--- src/rtl/cdc_hs_pkg.sv ---
// Shared definitions for the 4-phase REQ/ACK clock-domain-crossing handshake.
// Both the source-side sender and the destination-side capture logic use them.
package cdc_hs_pkg;

  typedef logic [1:0] hs_state_t;

  // Handshake phases: idle, request raised, request released awaiting ack fall.
  localparam hs_state_t ST_IDLE = 2'b00;
  localparam hs_state_t ST_REQ  = 2'b01;
  localparam hs_state_t ST_REL  = 2'b10;

  localparam int DEFAULT_NUM_STAGES = 2;

endpackage

--- src/rtl/cdc_ack_sync.sv ---
// Multi-flop synchronizer for a single asynchronous control bit.
// The reset clears every stage.
module cdc_ack_sync
  import cdc_hs_pkg::*;
#(
  parameter int NUM_STAGES = DEFAULT_NUM_STAGES
) (
  input  logic CLK,
  input  logic RST,
  input  logic async_in,
  output logic sync_out
);

  logic [NUM_STAGES-1:0] sync_q;
  logic [NUM_STAGES-1:0] sync_d;

  always_comb begin
    sync_d = {sync_q[NUM_STAGES-2:0], async_in};
  end

  always_ff @(posedge CLK) begin
    if (RST) begin
      sync_q <= '0;
    end else begin
      sync_q <= sync_d;
    end
  end

  assign sync_out = sync_q[NUM_STAGES-1];

endmodule

--- src/rtl/cdc_hs_sender.sv ---
// Source-domain end of a 4-phase REQ/ACK handshake.
// It holds a word on DATA_OUT while REQ_OUT is presented to the destination.
module cdc_hs_sender
  import cdc_hs_pkg::*;
#(
  parameter int BUS_WIDTH  = 8,
  parameter int NUM_STAGES = DEFAULT_NUM_STAGES
) (
  input  logic                 CLK,
  input  logic                 RST,
  input  logic [BUS_WIDTH-1:0] DATA_IN,
  input  logic                 DATA_VLD,
  output logic                 READY,
  output logic [BUS_WIDTH-1:0] DATA_OUT,
  output logic                 REQ_OUT,
  input  logic                 ACK_IN,
  output logic                 DONE
);

  logic                 ack_s;
  hs_state_t            state_q, state_d;
  logic                 req_q, req_d;
  logic [BUS_WIDTH-1:0] data_q, data_d;
  logic                 done_q, done_d;

  cdc_ack_sync #(
    .NUM_STAGES(NUM_STAGES)
  ) u_ack_sync (
    .CLK     (CLK),
    .RST     (RST),
    .async_in(ACK_IN),
    .sync_out(ack_s)
  );

  // A stale ACK left high by the destination blocks a new launch.
  assign READY = (state_q == ST_IDLE) & ~ack_s;

  always_comb begin
    state_d = state_q;
    req_d   = req_q;
    data_d  = data_q;
    done_d  = 1'b0;
    case (state_q)
      ST_IDLE: begin
        if (DATA_VLD && READY) begin
          data_d  = DATA_IN;
          req_d   = 1'b1;
          state_d = ST_REQ;
        end
      end
      ST_REQ: begin
        if (ack_s) begin
          req_d   = 1'b0;
          state_d = ST_REL;
        end
      end
      ST_REL: begin
        if (!ack_s) begin
          done_d  = 1'b1;
          state_d = ST_IDLE;
        end
      end
      default: begin
        req_d   = 1'b0;
        state_d = ST_IDLE;
      end
    endcase
  end

  always_ff @(posedge CLK) begin
    if (RST) begin
      state_q <= ST_IDLE;
      req_q   <= 1'b0;
      data_q  <= '0;
      done_q  <= 1'b0;
    end else begin
      state_q <= state_d;
      req_q   <= req_d;
      data_q  <= data_d;
      done_q  <= done_d;
    end
  end

  assign REQ_OUT  = req_q;
  assign DATA_OUT = data_q;
  assign DONE     = done_q;

endmodule

--- config.mk ---
export PLATFORM = sky130hd
export DESIGN_NAME = cdc_hs_sender
export DESIGN_NICKNAME = d
export VERILOG_FILES = /design/src/rtl/cdc_hs_pkg.sv /design/src/rtl/cdc_ack_sync.sv /design/src/rtl/cdc_hs_sender.sv
export SDC_FILE = /design/constraint.sdc
export NUM_CORES = 1
export LEC_CHECK = 0
export CAP_MARGIN = 15
export CORE_MARGIN = 1.5
export CORE_UTILIZATION = 43
export CTS_CLUSTER_SIZE = 8
export DETAILED_ROUTE_END_ITERATION = 12
export PLACE_DENSITY_LB_ADDON = 0.3
export SYNTH_ARGS = -nofsm -noshare
export SYNTH_HDL_FRONTEND = slang
export SYNTH_HIERARCHICAL = 1
export SYNTH_SLANG_ARGS = --single-unit
--- constraint.sdc ---
create_clock -name CLK -period 3.1 [get_ports CLK]
set_input_delay 0.62 -clock CLK [delete_from_list [all_inputs] [get_ports CLK]]
set_output_delay 0.62 -clock CLK [all_outputs]
set_load 0.005 [all_outputs]
==> reports/metrics.cfg <==
[status]
outcome=finished, final reports clean

[floorplanning]
start_util=0.455
die_y_um=39.6
die_w_um=39.6
core_area_um2=1270
ios=23
rows=13
dieArea_um2=1570

[critical_path]
path_buf_inv=1
worstPathMaxFanout=6
slowest_stage=clkdlybuf4s50_1
path_cells=nor3_1 -> clkdlybuf4s50_1
cp-end-kind=output pin
worstReg2RegStart=state_q[0]
r2r_setup_slack_ns=1.69
critPathMaxStageDelay_ns=0.52
worstSetupPathType=reg -> out
worstPathRequired_ns=2.48
path_delay_family=buffers and inverters
reg2reg_depth=3
crit_path_start_kind=register
r2r-end=DATA_OUT[6]
arrival_ns=1.37

[routing]
dr.first_iter.drc_count=2
routed_wl_um=983
drt.antenna.violating_nets=0
vias_per_cell=4.66
routedWlPerCell_um=10.6
route.vias.total=433
drc=0
drt-pass1-iter-count=2

[power]
p_per_area_nw_per_um2=473
leakagePower_uw=0.000330
vdd_drop_max_v=0.000260
total_power_uw=397

[clock_network]
cts_tree=yes
cts_max_path_buffers=2
cts_setup_buffers=0
cts_sinks=14
path_clk_slew_ns=0.08
clockRootBuffer=clkbuf_4
cts_made_buffers=3
postCtsHoldBufs=0
htreeDepth=1
ctsResizeCount=0
clock_latency_ns=0.28

[synthesis]
yosys_register_bits=14
avgSynthCellArea_um2=10.7
yosysTopAreaCellShare=0.486
synth_nets=66
yosys.cell_types.count=18
synth_cells=54
synth_warnings=6
synth_seq_area_share=0.486
syn_area_um2=577
synth_top_area_cell=dfxtp_1
synthTopCellsByArea=dfxtp_1, nand2b_1, mux2i_1, nor4b_2, nor2b_1

[cells_and_area]
antenna_cells=0
fin_nets=91
drive_above_1_share=0.0897
syn_to_final_growth_pct=45.6

[sta]
setup_viol=0
max_slew.worst_pin.slew_ns=0.523
post-route-period-util=0.642
max_slew_margin=0.650
finalCriticalPeriod_ns=1.99
hold_viol_final=0
clock_skew_ns=0.00247
setup_tns_ns=0
whs_ns=0.462
rsz0062_at_grt=false
drv_slew=0
max_freq_ghz=0.502

[min_path]
hp-class=reg -> reg
holdPathStages=1
min_to=u_ack_sync/sync_q[1]
hold_path.startpoint=u_ack_sync/sync_q[0]

[placement]
hpwl_um=695
port_buffers=22
place_congestion=0.623

[global_route]
first_global_vias=337
antenna_found_initial=0
grt-ovfl-total=0
grt_max_degree=22
grtUsageTotal=0.148
grt_pass1_wl_mm=1.48

[flow_run]
max_cap_violations=0

[worst max-delay path by stage]
stage,depth (start not counted),end,startpoint
after CTS,2,READY,state_q[0]
after detailed placement,4,DATA_OUT[1],DATA_VLD
after global placement,4,DATA_OUT[1],DATA_VLD
final,2,READY,state_q[0]
after floorplan,3,REQ_OUT,DATA_VLD
after global routing,2,READY,state_q[0]
[flip-flops by register name, indices dropped and copies added, names as in the netlist]
signal / flops
u_ack_sync/sync_q: 2
DATA_OUT: 8
DONE: 1
state_q: 2
REQ_OUT: 1
[area by class of cell]
type                    count  area [µm²]
well taps                  15        18.8
repair buffers             23         228
clock buffers               4        36.3
flip-flops and latches     14         280
fillers                    92         429
inverters                   1        3.75
multi-input cells          36         273
[cells by family after synthesis]
family,after synthesis,synth area share
AND/OR/NAND/NOR,26,0.304
XOR/XNOR,1,0.0152
AO/OA/AOI/OAI,1,0.0152
multiplexers,8,0.139
buffers and inverters,4,0.0412
flip-flops,14,0.486
[metrics by stage]
step	worst slack, ns	utilization	cell area [µm²]	std cells
finish	1.11	0.662	840	93
global route	1.04	0.662	840	93
CTS	1.09	0.662	840	93
detailed placement	1.03	0.633	803	89
global placement	1.08	0.633	803	89
floorplan	1.80	-	577	54
[Yosys cell counts (all sizes together)]
| cell type | instances |
|---|---|
| nor2 | 1 |
| mux2i | 8 |
| and3 | 1 |
| nor2b | 2 |
| and2b | 1 |
| inv | 1 |
| nor4 | 1 |
| buf | 2 |
| nor4b | 2 |
| nand2b | 16 |
| o31a | 1 |
| nor3b | 1 |
| dfxtp | 14 |
| clkbuf | 1 |
| nor3 | 1 |
| xor2 | 1 |
[per-layer routing]
metal / vias up / wire, µm / GRT usage
li1: 226 / - / -
met1: 188 / 453 / 0.186
met2: 16 / 439 / 0.217
met3: 3 / 64 / 0.0341
met4: 0 / 25 / 0.103
met5: - / 0 / 0
[cell usage in the layout (no fill, tap or decap), drive strengths merged]
master	instances
and3	1
nand2b	16
mux2i	8
dfxtp	14
nor3	1
buf	1
o31a	1
clkbuf	4
inv	1
nor4b	2
nor2b	2
xor2	1
nor3b	1
nor4	1
nor2	1
clkdlybuf4s50	22
and2b	1
[where the power goes]
group,switching (µW),internal [µW]
combinational,19.5,46.0
clock,61.4,71.6
sequential,7.88,191
Power figures use the tool's default switching activity.
